## config.mk

```make
export PLATFORM = sky130hd
export DESIGN_NAME = lcd_text_refresh
export DESIGN_NICKNAME = d
export VERILOG_FILES = /design/src/rtl/lcd_pkg.sv /design/src/rtl/lcd_text_buf.sv /design/src/rtl/lcd_text_refresh.sv
export SDC_FILE = /design/constraint.sdc
export NUM_CORES = 1
export LEC_CHECK = 0
export CAP_MARGIN = 10
export CORE_MARGIN = 5
export CORE_UTILIZATION = 55
export CTS_CLUSTER_DIAMETER = 50
export DETAILED_ROUTE_END_ITERATION = 12
export HOLD_SLACK_MARGIN = 0.12
export PLACE_DENSITY = 0.77
export SETUP_SLACK_MARGIN = 0.4
export SLEW_MARGIN = 20
export SYNTH_ARGS = -nofsm -noshare
export SYNTH_HDL_FRONTEND = slang
export SYNTH_HIERARCHICAL = 1
export SYNTH_SLANG_ARGS = --single-unit
```

## constraint.sdc

```tcl
create_clock -name iCLK -period 3.43 [get_ports iCLK]
set_clock_uncertainty 0.1 [all_clocks]
set_input_delay 0.8575 -clock iCLK [delete_from_list [all_inputs] [get_ports iCLK]]
set_output_delay 0.8575 -clock iCLK [all_outputs]
set_load 0.005 [all_outputs]
```

## src/rtl/lcd_pkg.sv

```systemverilog
// Purpose: shared command codes, transfer-list step indices and sequencer states for the LCD text feeder.
// Latency: n/a (declarations only).
// Backpressure: n/a.
package lcd_pkg;

    // HD44780 command bytes (sent with RS = 0)
    localparam logic [7:0] LCD_CLEAR      = 8'h01;
    localparam logic [7:0] LCD_ENTRY      = 8'h06;
    localparam logic [7:0] LCD_DISP_ON    = 8'h0C;
    localparam logic [7:0] LCD_LINE1_ADDR = 8'h80;
    localparam logic [7:0] LCD_LINE2_ADDR = 8'hC0;

    // Transfer-list step indices
    localparam logic [5:0] STEP_PASS_FIRST = 6'd4;   // line-1 address command, first step of a refresh pass
    localparam logic [5:0] STEP_LINE1      = 6'd5;   // first character of line 1
    localparam logic [5:0] STEP_CH_LINE    = 6'd21;  // line-2 address command
    localparam logic [5:0] STEP_LINE2      = 6'd22;  // first character of line 2
    localparam logic [5:0] STEP_LAST       = 6'd37;

    typedef enum logic [2:0] {
        ST_LOAD,
        ST_WAIT,
        ST_DLY,
        ST_NEXT,
        ST_IDLE
    } lcdState_t;

    // Buffer address of a character step. Steps 5-20 map to 0-15, steps 22-37 to 16-31.
    // The result is meaningless for command steps and is never used for them.
    function automatic logic [4:0] stepToAddr(input logic [5:0] step);
        return 5'((step < STEP_CH_LINE) ? (step - STEP_LINE1) : (step - STEP_LINE2 + 6'd16));
    endfunction

endpackage

```

## src/rtl/lcd_text_buf.sv

```systemverilog
// Purpose: 32x8 character buffer, two lines of 16, cleared to spaces on reset.
// Latency: write lands on the next iCLK edge; read is combinational from the stored contents.
// Backpressure: none, a write is accepted every cycle.
// Ports: iCLK/iRST_N clock and async active-low reset; wrEn/wrAddr/wrData write port;
//        rdAddr/rdData combinational read port.
module lcd_text_buf (
    input  logic       iCLK,
    input  logic       iRST_N,
    input  logic       wrEn,
    input  logic [4:0] wrAddr,
    input  logic [7:0] wrData,
    input  logic [4:0] rdAddr,
    output logic [7:0] rdData
);

    logic [7:0] mem [32];

    always_ff @(posedge iCLK or negedge iRST_N) begin
        if (!iRST_N) begin
            for (int i = 0; i < 32; i++) begin
                mem[i] <= 8'h20;
            end
        end else if (wrEn) begin
            mem[wrAddr] <= wrData;
        end
    end

    // A read in the same cycle as a write to the same entry returns the old byte.
    assign rdData = mem[rdAddr];

endmodule

```

## src/rtl/lcd_text_refresh.sv

```systemverilog
// Purpose: feeds the LCD character-bus controller: HD44780 init once, then re-sends the 2x16 text buffer whenever it changes.
// Latency: a host write seen in IDLE raises oStart with 0x80 two cycles after the write lands (IDLE, then LOAD).
// Backpressure: none toward the host; toward the controller each byte waits on iDone plus a fixed idle gap.
// Ports: iCLK/iRST_N clock and async active-low reset; iWR/iADDR/iCHAR host character writes;
//        oDATA/oRS/oStart/iDone controller start/done handshake; oInitDone sticky init-finished flag;
//        oBusy high while a refresh pass is in progress.
module lcd_text_refresh
    import lcd_pkg::*;
#(
    parameter int unsigned DLY_CYCLES     = 262142,
    parameter int unsigned CLR_DLY_CYCLES = 262142,
    parameter logic [7:0]  FN_SET         = 8'h38
) (
    input  logic       iCLK,
    input  logic       iRST_N,
    input  logic       iWR,
    input  logic [4:0] iADDR,
    input  logic [7:0] iCHAR,
    output logic [7:0] oDATA,
    output logic       oRS,
    output logic       oStart,
    input  logic       iDone,
    output logic       oInitDone,
    output logic       oBusy
);

    localparam int CNT_W = $clog2(CLR_DLY_CYCLES + 1);
    // The DLY state lasts exactly N cycles: the counter runs 0..N-1.
    localparam logic [CNT_W-1:0] DLY_TERM = CNT_W'(DLY_CYCLES - 1);
    localparam logic [CNT_W-1:0] CLR_TERM = CNT_W'(CLR_DLY_CYCLES - 1);

    lcdState_t        state, stateNxt;
    logic [5:0]       step, stepNxt;
    logic [CNT_W-1:0] dlyCnt, dlyCntNxt;
    logic             dirty, dirtyClr;
    logic [7:0]       dataNxt;
    logic             rsNxt, startNxt, initDoneNxt, busyNxt;

    logic [7:0]       rdChar;
    logic [7:0]       stepData;
    logic             stepRs;
    logic [CNT_W-1:0] dlyTerm;

    lcd_text_buf u_buf (
        .iCLK   (iCLK),
        .iRST_N (iRST_N),
        .wrEn   (iWR),
        .wrAddr (iADDR),
        .wrData (iCHAR),
        .rdAddr (stepToAddr(step)),
        .rdData (rdChar)
    );

    // Byte and RS for the current step of the transfer list
    always_comb begin
        stepData = rdChar;
        stepRs   = 1'b1;
        case (step)
            6'd0:            begin stepData = FN_SET;         stepRs = 1'b0; end
            6'd1:            begin stepData = LCD_DISP_ON;    stepRs = 1'b0; end
            6'd2:            begin stepData = LCD_CLEAR;      stepRs = 1'b0; end
            6'd3:            begin stepData = LCD_ENTRY;      stepRs = 1'b0; end
            STEP_PASS_FIRST: begin stepData = LCD_LINE1_ADDR; stepRs = 1'b0; end
            STEP_CH_LINE:    begin stepData = LCD_LINE2_ADDR; stepRs = 1'b0; end
            default:         ;
        endcase
    end

    // oDATA/oRS still hold the byte just sent, so they pick the gap length.
    assign dlyTerm = (oDATA == LCD_CLEAR && !oRS) ? CLR_TERM : DLY_TERM;

    always_comb begin
        stateNxt    = state;
        stepNxt     = step;
        dlyCntNxt   = dlyCnt;
        dataNxt     = oDATA;
        rsNxt       = oRS;
        startNxt    = oStart;
        initDoneNxt = oInitDone;
        busyNxt     = oBusy;
        dirtyClr    = 1'b0;
        case (state)
            ST_LOAD: begin
                dataNxt  = stepData;
                rsNxt    = stepRs;
                startNxt = 1'b1;
                busyNxt  = 1'b1;
                stateNxt = ST_WAIT;
            end
            ST_WAIT: begin
                if (iDone) begin
                    startNxt = 1'b0;
                    stateNxt = ST_DLY;
                end
            end
            ST_DLY: begin
                if (dlyCnt == dlyTerm) begin
                    dlyCntNxt = '0;
                    stateNxt  = ST_NEXT;
                end else begin
                    dlyCntNxt = dlyCnt + 1'b1;
                end
            end
            ST_NEXT: begin
                if (step == STEP_LAST) begin
                    initDoneNxt = 1'b1;
                    busyNxt     = 1'b0;
                    if (dirty) begin
                        dirtyClr = 1'b1;
                        stepNxt  = STEP_PASS_FIRST;
                        stateNxt = ST_LOAD;
                    end else begin
                        stateNxt = ST_IDLE;
                    end
                end else begin
                    stepNxt  = step + 1'b1;
                    stateNxt = ST_LOAD;
                end
            end
            ST_IDLE: begin
                busyNxt = 1'b0;
                if (dirty) begin
                    dirtyClr = 1'b1;
                    stepNxt  = STEP_PASS_FIRST;
                    stateNxt = ST_LOAD;
                end
            end
            default: stateNxt = ST_LOAD;
        endcase
    end

    always_ff @(posedge iCLK or negedge iRST_N) begin
        if (!iRST_N) begin
            state     <= ST_LOAD;
            step      <= '0;
            dlyCnt    <= '0;
            dirty     <= 1'b0;
            oDATA     <= '0;
            oRS       <= 1'b0;
            oStart    <= 1'b0;
            oInitDone <= 1'b0;
            oBusy     <= 1'b0;
        end else begin
            state     <= stateNxt;
            step      <= stepNxt;
            dlyCnt    <= dlyCntNxt;
            // A write in the same cycle as the clear keeps dirty set.
            dirty     <= iWR | (dirty & ~dirtyClr);
            oDATA     <= dataNxt;
            oRS       <= rsNxt;
            oStart    <= startNxt;
            oInitDone <= initDoneNxt;
            oBusy     <= busyNxt;
        end
    end

endmodule

```

==> impl.org, run 1 <==
** Worst setup path
- The critical path is of the register to register type.
- Setup slack on the worst reg-to-reg path comes out at -0.03 ns.
- Critical path startpoint :: step[1]
- Crit path capture type :: register
- For the worst setup path, the data arrival time is roughly 3.8 ns.
- Of all nets on the critical path, the largest fanout is 5.
- Counting cells, the worst reg-to-reg path comes to 14.
- Worst reg2reg endpoint :: oDATA[5]
- Launch instance of the worst register-to-register path :: step[1]
- WP data required :: about 3.8 ns
- The worst setup path is launched from a register.

** Floorplanning
- Measured along the y axis, the die boundary spans 169.4 um.
- Die boundary width :: 169.4 um
- Initial standard-cell utilization of the core :: 0.5563
- The floorplan step defined a die boundary enclosing roughly 0.029 mm^2.
- Area of the core region :: ~0.025 mm^2
- After floorplanning, the core was divided into 58 placement rows.
- IO Count :: 29

** Run
- Number of max-capacitance violations reported :: 0

** Clocking
- Source-to-sink clock delay at the later pin of the worst-skew pair :: 0.56 ns
- H-Tree Depth :: 1
- After clock tree synthesis, the flow added hold-fix buffers numbering 0.
- TritonCTS built the clock tree.
- Worst-path clk slew :: roughly 0.06 ns
- TritonCTS Buffers :: 31
- For this design, the sink count on the clock tree is 296.
- Clk Tree Root Cell :: sky130_fd_sc_hd__clkbuf_16
- The clock passes through at most 3 buffers.

** Power and ir drop
- In this run the static leakage power is 7.145 nW.
- Cell area power density :: 549.2 mW/mm^2
- VDD IR max :: 0.3418 mV
- Power comes to between 9 and 10 mW.

** Detailed routing
- Dividing the detail-routed wire length by the instance count gives 23.28 um.
- The detail route stage leaves a number of antenna-violating nets equal to 0.
- In this run, the number of DRC markers left after iteration 0 of detailed routing was 785.
- Overall via count from detail_route :: between 8000 and 9000
- Total wire length after detailed routing :: 32100 um
- Number of iterations in the first detailed-routing pass :: 5
- For this run, design rule violations remaining after detail routing come to 0.
- After detailed routing, the number of vias per cell comes to 6.202.

** Timing
- Endpoints failing hold :: 0
- Measured against its own limit, the worst slew margin works out to 0.5248.
- Peak clock frequency supported by timing :: 289.0 MHz
- Share of the cycle needed by the critical path after routing :: 1.009
- After layout, the minimum clock period comes to about 3.5 ns.
- Setup repair after global routing could not meet its margin everywhere.
- Across all setup checks in the final design, the least slack found is -0.02970 ns.
- Tightest Pin Transition :: around 0.71 ns
- Setup violations remaining at the end of the flow were counted as 7.
- Count of pins over their slew limit :: 0

** Synth
- The synthesized netlist occupies a cell area of 0.01397 mm^2.
- Number of distinct standard cells referenced by the synthesized netlist :: 56
- Dividing the synthesized area by the synthesized cell count gives about 15 um^2.
- Total number of yosys warnings :: 6
- Sequential share of the synthesized area :: 0.5331
- Counting every net in the synthesized netlist gives around 970.
- For this run, the leading register cell type out of synthesis is sky130_fd_sc_hd__dfrtp_1.
- In the synthesized netlist, the number of instances is 946.
- Yosys mapped a number of flops with a built-in enable equal to 0.
- In this run, synthesis produced a sequential element count of just under 300.
- After synthesis, the share of flip-flops with an asynchronous set or reset is 1.000.

** Global route
- Number of antenna violations at the first check in global routing :: 0
- Global routing finished with a remaining overflow of 0.
- Entering global routing, the biggest net connects 76 pins.
- First-pass GRT wire length :: 51620 um
- In the global route stage, overall resource usage came out at 0.2282.
- Vias in the first global route :: about 9100

** Placed design
- The count of buffers added on input and output ports is 28.
- Routability-driven placement congestion ratio :: just under 0.9
- Detailed placement finished with a half-perimeter wire length of between 20000 and 25000 um.

** Final layout
- Share of the core filled with cells in the final layout :: 0.6530
- The net count of the finished layout is between 1000 and 1500.
- Fraction of layout instances using a drive strength above 1 :: 0.5138
- The area growth from synthesis to layout is 17.38%.
- The number of antenna diodes in the final layout is 0.

** Status
- Run status :: finished with violations
- The final reports fail on setup timing.

** Hold path
- The min-delay analysis places its worst path in the category primary input to asynchronous set/reset pin.
## repair_timing
action / in CTS / in global routing
endpoints found under the setup margin: 8 / 8
pin swaps: 3 / 5
gates cloned: 1 / 0
buffers inserted: 5 / 1
gates resized for setup: 9 / 12
## critical path, cell delays in order (launching register included)
cell and delay (ns):
sky130_fd_sc_hd__dfrtp_1 0.40, sky130_fd_sc_hd__inv_2 0.09, sky130_fd_sc_hd__ha_4 0.14, sky130_fd_sc_hd__nor2b_2 0.04, sky130_fd_sc_hd__o21a_1 0.17, sky130_fd_sc_hd__or2_4 0.25, sky130_fd_sc_hd__mux2i_4 0.28, sky130_fd_sc_hd__buf_6 0.17
sky130_fd_sc_hd__buf_16 0.12, sky130_fd_sc_hd__buf_12 0.11, sky130_fd_sc_hd__mux4_2 0.55, sky130_fd_sc_hd__mux4_2 0.49, sky130_fd_sc_hd__mux2_4 0.29, sky130_fd_sc_hd__nand2_2 0.05, sky130_fd_sc_hd__a31oi_1 0.08
## flip-flops by register name, indices dropped and copies added, names as in the netlist
name / count
step: 6
oBusy: 1
oStart: 1
oRS: 1
state: 3
dirty: 1
oInitDone: 1
oDATA: 8
dlyCnt: 18
u_buf/mem: 256
## per-stage QoR
stage | setup WS, ns | instance area [um^2] | TNS (ns) | hold WS [ns] | cells
floorplan | 0.08724 | 14080 | 0 | 0.3510 | 946
global placement | 0.05361 | 15190 | 0 | 0.3393 | 1314
detailed placement | -0.02429 | 15190 | -0.02429 | 0.3471 | 1314
CTS | -0.02944 | 16340 | -0.07311 | 0.1952 | 1378
global route | -0.1323 | 16400 | -0.8326 | 0.2067 | 1379
finish | -0.02970 | 16400 | -0.1445 | 0.1621 | 1379
## how the worst max path moves through the flow
stage / to / depth (start not counted)
floorplan: oDATA[6] / 13
global placement: oDATA[7] / 13
detailed placement: oDATA[7] / 13
CTS: oDATA[6] / 13
global route: oDATA[0] / 14
finish: oDATA[5] / 14
## layout make-up
class,count,area (um^2)
fillers,1749,8713
flip-flops and latches,296,7448
multi-input cells,580,6340
repair buffers,108,1137
clock buffers,41,843.3
well taps,330,412.9
clock inverters,17,187.7
inverters,7,26.28
## cells in the final DEF (no fill, tap or decap), drive strengths merged, types with 8 or more instances in the layout
master         count
mux4              80
clkdlybuf4s50     27
a21oi             19
inv                8
nor2              29
or3                9
o21ai             16
nand3             10
clkinv             8
clkbuf            41
dfstp             32
dfrtp            264
nand2             43
mux2             267
buf               81
ha                 9
## cells in the mapped netlist (2+ instances only)
master                     count  area (um^2)
sky130_fd_sc_hd__a21o_1        4        30.03
sky130_fd_sc_hd__a21oi_1      19        95.09
sky130_fd_sc_hd__a22o_1        3        26.28
sky130_fd_sc_hd__a22oi_1       6        45.04
sky130_fd_sc_hd__a31oi_1       6        37.54
sky130_fd_sc_hd__and2_1        2        12.51
sky130_fd_sc_hd__and3_1        3        18.77
sky130_fd_sc_hd__and3b_1       3        26.28
sky130_fd_sc_hd__buf_1         9        33.78
sky130_fd_sc_hd__buf_2         2        10.01
sky130_fd_sc_hd__buf_4         7        52.55
sky130_fd_sc_hd__buf_6         3        33.78
sky130_fd_sc_hd__clkbuf_1     42        157.7
sky130_fd_sc_hd__dfrtp_1     264         6606
sky130_fd_sc_hd__dfstp_2      32        840.8
sky130_fd_sc_hd__ha_1          9        112.6
sky130_fd_sc_hd__inv_1         7        26.28
sky130_fd_sc_hd__mux2_2      267         3007
sky130_fd_sc_hd__mux4_2       80         1802
sky130_fd_sc_hd__nand2_1      43        161.4
sky130_fd_sc_hd__nand2b_1      4        25.02
sky130_fd_sc_hd__nand3_1      10        50.05
sky130_fd_sc_hd__nand3b_1      7        52.55
sky130_fd_sc_hd__nand4_1       2        12.51
sky130_fd_sc_hd__nor2_1       25        93.84
sky130_fd_sc_hd__nor2_2        4        25.02
sky130_fd_sc_hd__nor2b_1       3        18.77
sky130_fd_sc_hd__nor3_1        7        35.03
sky130_fd_sc_hd__nor3b_1       6        45.04
sky130_fd_sc_hd__nor4_1        3        18.77
sky130_fd_sc_hd__o211ai_1      2        15.01
sky130_fd_sc_hd__o21ai_0      16        80.08
sky130_fd_sc_hd__o31ai_1       5        37.54
sky130_fd_sc_hd__o41ai_1       2        17.52
sky130_fd_sc_hd__or2_2         3        18.77
sky130_fd_sc_hd__or3_1         8        50.05
sky130_fd_sc_hd__or4_1         7        52.55
sky130_fd_sc_hd__xnor2_1       3        26.28
## cells by family (layout without fill, tap and decap cells)
group / after synthesis / count (layout) / synth area share
mux: 348 / 348 / 0.3449
xor+xnor: 4 / 4 / 0.002509
flops: 296 / 296 / 0.5331
compound gates: 73 / 73 / 0.03350
simple gates: 146 / 146 / 0.05536
fa+ha+maj: 9 / 9 / 0.008062
buf+inv: 70 / 173 / 0.02248
## routing by layer
layer	global-route usage	vias to the layer above	routed length, um
li1	-	3716	-
met1	0.3354	4528	13960
met2	0.3612	249	15480
met3	0.04123	60	1925
met4	0.05285	0	741
met5	0	-	0
## where the power goes
part | leakage [nW] | internal, mW | switching [mW]
clock network | 0.491 | 1.96 | 1.39
registers | 3.73 | 4.13 | 0.308
logic | 2.92 | 0.780 | 0.430
No activity file was read; power rests on OpenSTA's default activity.
==> run 2, diff against run 1 <==
--- a/config.mk
+++ b/config.mk
@@ -6,7 +6,8 @@
 export NUM_CORES = 1
 export LEC_CHECK = 0
 export CAP_MARGIN = 10
-export CORE_MARGIN = 5
+export CORE_ASPECT_RATIO = 0.8
+export CORE_MARGIN = 3
 export CORE_UTILIZATION = 55
 export CTS_CLUSTER_DIAMETER = 50
 export DETAILED_ROUTE_END_ITERATION = 12
==> impl.org, run 2 (synthesis gave the netlist of run 1 again) <==
** Global route
- The overall global routing resource usage is 0.2421 (+0.01388).
- Vias in the first global route :: 8643 (-5.4%)
- The overall overflow remaining after global route was 0 (unchanged).
- The initial antenna violation count came to 0 (unchanged).
- The maximum number of pins on one net before global-route repair is 84 (+11%).
- First-pass GRT wire length :: 51140 um (-0.92%)

** Detailed routing
- The final routed DRC violation total came to 0 (unchanged).
- The iteration-0 DRC count of the detailed router came to 742 (-5.5%).
- WL/cell :: 23.73 um (+1.9%)
- Number of vias per cell :: 6.254 (+0.83%)
- Total wire length after detailed routing :: 32200 um (+0.32%)
- The number of optimization iterations in the first detailed-route pass is 5 (unchanged).
- The routed via count came to 8486 (-0.78%).
- Routed Antenna Nets :: 0 (unchanged)

** Final layout
- # nets final :: 1041 (-0.86%)
- Ranked by flip-flop count, first place goes to u_buf/mem.
- Leading cell type in the layout, fill and taps excluded :: sky130_fd_sc_hd__dfrtp_1
- The largest registers in the layout are u_buf/mem: 256 flops, dlyCnt: 18 flops, oDATA: 8 flops.
- The number of diodes is 0 (unchanged).
- The flip-flop count of the largest register, all copies and words added is 256 (unchanged).
- The layout cell share with drive strength beyond 1 came to 0.5072 (-0.006604).
- Layout area overhead :: 16.57%
- The library cells used most frequently in the layout, excluding fill and tap cells, are sky130_fd_sc_hd__dfrtp_1 (263), sky130_fd_sc_hd__mux2_2 (261), sky130_fd_sc_hd__mux4_2 (80).

** Worst setup path
- The largest fanout on the critical path came to 8 (+3).
- STA classifies the critical path startpoint as a register.
- The required arrival time at the worst endpoint came to 3.77 ns (+0.02 ns).
- Walking the worst path, the cells encountered are inv_2 > ha_4 > nor2b_2 > o21a_1 > or2_4 > mux2i_4 > buf_12 > buf_12 > mux4_2 > mux4_2 > mux2_4 > a32oi_2 > a21oi_1.
- Critical path class :: register to register
- The largest incremental delay on the critical path came to 0.54 ns (about the same).
- STA classifies the critical path endpoint as a register.
- Critical-path cell with the highest stage delay :: sky130_fd_sc_hd__mux4_2
- Signal arrival time at the worst endpoint :: 3.80 ns (+0.02 ns)

** Hold path
- Hold Crit Class :: primary input to asynchronous set/reset pin

** Clocking
- Clock tree from TritonCTS :: built
- Cts-stage hold buffer count :: 0 (unchanged)
- The clock transition at the register clock pins on the worst setup and hold paths after CTS came to 0.07 ns (about the same).
- The number of buffers created by CTS was 30 (-3.2%).
- Source-to-sink clock delay at the later pin of the worst-skew pair :: 0.55 ns (about the same)
- The count of H-tree levels built during CTS came to 1 (unchanged).
- The number of buffers on the longest clock path was 3 (unchanged).
- Number of sinks on the clock net :: 296 (unchanged)
- Clock tree synthesis selected as its root buffer the cell sky130_fd_sc_hd__clkbuf_16.

** Timing
- RSZ-0062 raised after global routing :: true
- The maximum operating frequency was 288.5 MHz (-0.19%).
- The summed negative setup slack over all endpoints came to -0.09026 ns (+0.05428 ns).
- The part of the cycle the worst path needs came to 1.011 (+0.001963).
- The final number of setup-violating endpoints is 6 (-1).
- The slew of the pin with the lowest slew margin came to 0.7919 ns (+0.08054 ns).
- Endpoints failing hold :: 0 (unchanged)
- The worst-case setup margin in the final layout came to -0.03643 ns (-0.006732 ns).
- The post-route minimum period is 3.466 ns (+0.006732 ns).
- The worst-case headroom to the max-slew limit came to 0.4721 (-0.05267).
- Post-Route Hold Slack :: 0.2162 ns (+0.05406 ns)
- The count of final max-slew check failures is 0 (unchanged).

** Floorplanning
- Die boundary width :: 184.2 um (+8.7%)
- IO Count :: 29 (unchanged)
- The number of placement rows came to 51 (-12%).
- Total die area :: 0.02736 mm^2 (-4.6%)
- The effective utilization at floorplan came to 0.5671 (+0.01079).
- The height of the die was 148.5 um (-12%).
- The area inside the core boundary came to 0.02463 mm^2 (-1.9%).

** Placed design
- Count of port buffers added during placement :: 28 (unchanged)
- HPWL after DPL :: 21030 um (+0.57%)
- The final estimated routing congestion in global placement is 0.8332 (-4.2%).

** Status
- The checks that failed: setup timing.
- The run finished, with violations left.

** Power and ir drop
- VDD IR max :: 0.4019 mV (+18%)
- Total Power :: 9.067 mW (+0.70%)
- The leakage power was 7.103 nW (-0.59%).
- The power per standard cell area was 556.9 mW/mm^2 (+1.4%).

** Run
- Number of max-capacitance violations reported :: 0 (unchanged)
run 2: final timing paths:
check,end,slack [ns],depth (start not counted),startpoint
setup / recovery,oDATA[6],-0.04,13,step[0]
hold / removal,u_buf/mem[252],0.22,1,iRST_N
setup reg to reg,oDATA[6],-0.04,13,step[0]
hold reg to reg,oInitDone,0.37,1,oInitDone
max in group asynchronous,u_buf/mem[13],2.15,2,iRST_N
min in group iCLK,oInitDone,0.37,1,oInitDone
run 2: final cells by class:
cell class,instances,area (um^2)
flip-flops and latches,296,7448
clock buffers,42,875.8
fillers,1683,8348
clock inverters,14,176.4
inverters,7,26.28
well taps,318,397.9
multi-input cells,580,6302
repair buffers,100,1056
run 2: critical path: cells and delay by family (launching register included):
kind	cells	cell delay, ns
flops	1	0.41
buf+inv	3	0.42
fa+ha+maj	1	0.14
compound gates	3	0.41
mux	4	1.57
simple gates	2	0.29
run 2: stage by stage:
| stage | instances | instance area (um^2) | util | worst slack (ns) |
|---|---|---|---|---|
| floorplan | 946 | 14080 | - | 0.08724 |
| global placement | 1292 | 15050 | 0.6112 | 0.03128 |
| detailed placement | 1292 | 15050 | 0.6112 | -0.002806 |
| CTS | 1357 | 16250 | 0.6597 | 0.01372 |
| global route | 1357 | 16280 | 0.6611 | -0.1460 |
| finish | 1357 | 16280 | 0.6611 | -0.03643 |
run 2: repair_timing:
item,in CTS,in global routing
gates resized for setup,7,8
buffers inserted,7,0
endpoints found under the setup margin,8,8
gates cloned,2,0
pin swaps,3,5
run 2: layer usage:
metal,track usage,up-vias,share of wire
met5,0,-,0
met4,0.05327,0,0.023
met3,0.03985,41,0.055
met2,0.3638,233,0.46
met1,0.3770,4510,0.47
li1,-,3702,-
run 2: power breakdown:
part | switching [mW] | internal, mW | leakage, nW
sequential | 0.311 | 4.13 | 3.73
clock | 1.38 | 2.02 | 0.515
combinational | 0.441 | 0.779 | 2.86
total | 2.14 | 6.93 | 7.10
==> edit 1, RTL diff (settings of run 2) <==
Re-encode `lcdState_t` (5 states) as one-hot, 5 bits wide.
--- a/src/rtl/lcd_pkg.sv
+++ b/src/rtl/lcd_pkg.sv
@@ -17,12 +17,12 @@
     localparam logic [5:0] STEP_LINE2      = 6'd22;  // first character of line 2
     localparam logic [5:0] STEP_LAST       = 6'd37;
 
-    typedef enum logic [2:0] {
-        ST_LOAD,
-        ST_WAIT,
-        ST_DLY,
-        ST_NEXT,
-        ST_IDLE
+    typedef enum logic [4:0] {
+        ST_LOAD = 5'b00001,
+        ST_WAIT = 5'b00010,
+        ST_DLY  = 5'b00100,
+        ST_NEXT = 5'b01000,
+        ST_IDLE = 5'b10000
     } lcdState_t;
 
     // Buffer address of a character step. Steps 5-20 map to 0-15, steps 22-37 to 16-31.
Formal check against the unedited RTL: no difference found for any inputs over 10 cycles, from zero or initial values and one cycle with iRST_N low; not proved beyond that.
==> edit 1 against run 2 <==
Final area is 0.68% higher; power increased by 4.4%; worst setup slack better by 62 ps; wire length rose by 3.0%; sequential cell count up 2; global-route usage increased by 0.54 points; synthesized area up 1.3%; sequential share of layout area about the same; critical path type unchanged.
==> edit 1: results (changes against run 2) <==
- Clk_buf instances: 47 (+12%)
- Gr usage total: 0.247 (+0.00536)
- Post-DP HPWL: 21.7 mm (+3.3%)
- Comb_multi_in: 601 (+3.6%)
- Multi-input gate share of the layout cell area: 0.394 (+0.00660)
- Rel. slew slack: 0.384 (-0.0878)
- Seq/Total Area, Yosys: 0.530 (-0.00321)
- Status: complete, no violations
- Setup violations, final: 0 (-6)
- Place WS: -47.6 ps (-44.8 ps)
- Clock latency on the worst-skew pair: 570 ps (+20 ps)
- CTS Buf Count: 31 (+3.3%)
- Fmax: 294 MHz (+1.8%)
- Worst Path Arrival: 3740 ps (-60 ps)
- GPL Wtd Cong: 0.813 (-2.4%)
- # fillers: 1708 (+1.5%)
- 1st-iter DRT viols: 838 (+13%)
- Layout Nets: 1066 (+2.4%)
- Final wirelength: 33.2 mm (+3.0%)
- Placement Cell Area: 15200 µm² (+1.3%)
- Post-Layout Cell Count: 1383 (+1.9%)
- Crit Path Max Fanout: 6 (-2)
- Post-synth net total: 997 (+2.6%)
- Synth unique cells: 58 (+3.6%)
- Area contributors post-synth: dfrtp_1 47%, mux2_2 21%, mux4_2 13%
[edit 1: cell count changes after synthesis, moves of 4 or more]
cell	before	now
and3_1	3	7
nand2_1	43	49
o21ai_0	16	23
o21ai_1	0	10
[edit 1: critical path, delay by kind of cell, from the launching register on]
| family | cells | cell delay [ps] |
|---|---|---|
| adders and majority gates | 1 | 160 |
| buffers and inverters | 4 | 450 |
| AOI/OAI and AO/OA | 3 | 250 |
| and+or+nand+nor | 2 | 220 |
| muxes | 4 | 1690 |
| DFF | 1 | 390 |
[edit 1: worst paths after layout]
check                                       to       from  cells after the start
max in group asynchronous        u_buf/mem[85]     iRST_N                      2
worst min register to register       oInitDone  oInitDone                      1
worst max-delay path                  oDATA[3]    step[0]                     14
worst min-delay path            u_buf/mem[203]     iRST_N                      1
worst max register to register        oDATA[3]    step[0]                     14
min in group iCLK                    oInitDone  oInitDone                      1
[edit 1: through the flow]
step	TNS [ps]	power (mW)	utilization
floorplan	0	5.66	-
global placement	-25.4	6.10	0.614
detailed placement	-127	6.20	0.614
CTS	0	9.51	0.658
global route	-348	9.89	0.660
finish	0	9.47	0.660
[edit 1: cells by family after synthesis]
family                     after synthesis  synth area share
adders and majority gates                9           0.00796
xor gates and xnor gates                 6           0.00371
buffers and inverters                   72            0.0220
DFF                                    298             0.530
muxes                                  350             0.342
AOI/OAI and AO/OA                       85            0.0369
and+or+nand+nor                        151            0.0577
[edit 1: metal layers]
metal,share of wire,track usage
met1,0.48,0.390
met2,0.44,0.360
met3,0.070,0.0591
met4,0.011,0.0386
met5,0,0
[edit 1: repair_timing]
action	CTS	global route
pin swaps	1	4
endpoints found under the setup margin	8	8
setup buffers	3	3
gates resized for setup	6	11
gates cloned	1	0
==> edit 2, RTL diff (flow settings as in run 2) <==
Made on the original files. The parameter `CLR_DLY_CYCLES` goes from 262142 to 131071.
--- a/src/rtl/lcd_text_refresh.sv
+++ b/src/rtl/lcd_text_refresh.sv
@@ -8,7 +8,7 @@
     import lcd_pkg::*;
 #(
     parameter int unsigned DLY_CYCLES     = 262142,
-    parameter int unsigned CLR_DLY_CYCLES = 262142,
+    parameter int unsigned CLR_DLY_CYCLES = 131071,
     parameter logic [7:0]  FN_SET         = 8'h38
 ) (
     input  logic       iCLK,
Function: no difference found for any inputs over 10 cycles, from zero or initial values and one cycle with iRST_N low; that may be too few to reach the edited logic, so the function may still have changed.
==> edit 2 against run 2 <==
The run still ends with negative setup slack left; wire length increased by 3.8%; non-clock buffer count decreased by 1; final area rose by 0.52%; synthesized area grew 0.25%; critical endpoint is now oDATA[5]; sequential cell count is 1 lower; worst setup slack improved by 8.4 ps; global-route usage up 0.80 points.
Power is not compared: it rests on default switching activity, and its combinational part moved more than twofold at a synthesized area within 25%.
==> edit 2: results (changes against run 2) <==
- ANT cells: 0 (unchanged)
- Clock latency on the worst-skew pair: 570 ps (+20 ps)
- Post-synth net total: 974 (+0.21%)
- Fin worst setup slack: -28.0 ps (+8.41 ps)
- Initial antenna violation count: 0 (unchanged)
- Reg2reg path depth: 13 (unchanged)
- Worst path slowest cell: mux4_2
- Via count: 8601 (+1.4%)
- Critical path type: reg2reg
- Pin count of the biggest net entering global routing: 89 (+6.0%)
- Crit Path Max Fanout: 6 (-2)
- Placed instance count: 1280 (-0.93%)
- Top flop regs: u_buf/mem (256), dlyCnt (17), oDATA (8)
- H-tree depth: 1 (unchanged)
- CTS Buf Count: 30 (unchanged)
- Yosys Warn Count: 6 (unchanged)
- Status: complete, but fails checks
- Worst Path Arrival: 3800 ps (about the same)
- CTS Root Cell: clkbuf_16
- Worst r2r dst: oDATA[5]
- Worst vdd ir: 0.683 mV
- Final wirelength: 33.4 mm (+3.8%)
- Area contributors post-synth: dfrtp_1 47%, mux2_2 21%, mux4_2 13%
- Max Root-Sink Buffers: 3 (unchanged)
- First-pass GRT wire length: 52.4 mm (+2.5%)
- Seq/Total Area, Yosys: 0.530 (-0.00312)
- Layout Nets: 1041 (unchanged)
- Slew at the pin with the worst max-slew slack: 884 ps (+92.0 ps)
- P_sw: approximately 5.1 mW
- Post-synth top cells: 265 x mux2_2, 263 x dfrtp_1, 80 x mux4_2
- Drt first pass iters: 4 (-1)
- Gr usage total: 0.250 (+0.00795)
- 1st-iter DRT viols: 675 (-9.0%)
- Synth unique cells: 58 (+3.6%)
- Layout cells sized above 1: 0.511 (+0.00336)
- Hold_ws: 130 ps (-85.7 ps)
- GPL Wtd Cong: 0.871 (+4.5%)
- Setup violations, final: 1 (-5)
- Syn avg cell area: 14.8 µm² (about the same)
- IO buf count: 28 (unchanged)
- Post-Layout Cell Count: 1358 (+0.074%)
- Post-DP HPWL: 20.5 mm (-2.5%)
- P_leak: about 7 nW
- R2R Path Start: step[0]
- Failing checks: negative setup slack
- Hold Crit Class: in2async
- FFs w/ async S/R, synth: 1.00 (unchanged)
- Clk slew on worst S/H paths: 70 ps (about the same)
- Critical Path Max Stage Delay: 570 ps (+30 ps)
## edit 2: cell count changes in the layout (fill, tap and decap cells not counted), moves of 4 or more
cell      change
o21ai_1       +4
buf_16        +5
xor2_1        +6
or4_1         -5
nand3_1       +5
a21oi_1       -4
clkbuf_8      -4
nand2b_1      +4
a221o_1       +4
a22oi_1       -4
buf_4         -9
nor2_1        +5
or3_1         -7
## edit 2: layout make-up
type / count / area (µm²)
multi-input cells: 585 / 6370
well taps: 318 / 398
fillers: 1635 / 8330
inverters: 5 / 21.3
flip-flops and latches: 295 / 7420
clock inverters: 18 / 184
repair buffers: 99 / 1150
clock buffers: 38 / 821
## edit 2: stage by stage
| step | instance area [µm²] | TNS, ps | setup slack [ps] | util |
|---|---|---|---|---|
| final | 16400 | -28.0 | -28.0 | 0.663 |
| after global placement | 14900 | -3.55 | -3.55 | 0.604 |
| after global routing | 16400 | -624 | -132 | 0.663 |
| after floorplan | 14100 | 0 | 34.5 | - |
| after CTS | 16300 | 0 | 16.6 | 0.660 |
| after detailed placement | 14900 | -91.0 | -33.1 | 0.604 |
## edit 2: worst max path at each step
stage                          end  cells past startpoint
final                     oDATA[5]                     13
after global routing      oDATA[2]                     14
after CTS                 oDATA[6]                     12
after detailed placement  oDATA[4]                     11
after global placement    oDATA[6]                     11
after floorplan           oDATA[4]                     13
## edit 2: power groups by stage
stage | sequential (mW) | combinational, mW | clock (mW)
2_1_floorplan | 4.56 | 4.44 | 0
3_3_place_gp | 4.73 | 5.65 | 0
3_5_place_dp | 4.74 | 5.78 | 0
4_1_cts | 4.69 | 7.05 | 3.34
5_1_grt | 4.78 | 7.62 | 3.50
6_report | 4.71 | 7.26 | 3.29
## edit 2: cells by family after synthesis
kind of cell,after synthesis,synth area share
muxes,347,0.343
DFF,295,0.530
and+or+nand+nor,159,0.0620
buffers and inverters,69,0.0228
AOI/OAI and AO/OA,61,0.0286
xor gates and xnor gates,10,0.00625
adders and majority gates,8,0.00715
## edit 2: layer usage
layer	wire, µm	track usage
met1	15200	0.382
met2	15000	0.366
met3	2570	0.0636
met4	673	0.0570
met5	0	0
## edit 2: what timing repair did
action / in CTS / in global routing
gates cloned: 7 / 0
buffers inserted: 12 / 3
resized for setup: 24 / 7
hold endpoints to repair: 0 / 0
pin swaps: 3 / 1
endpoints found under the setup margin: 8 / 8
## edit 2: critical path: cells and delay by family (launching register included)
family,cells,cell delay (ps)
multiplexers,4,1580
flip-flops,1,390
adder cells (fa/ha/maj),1,150
buffers and inverters,4,470
AND/OR/NAND/NOR,2,250
AO/OA/AOI/OAI,2,390
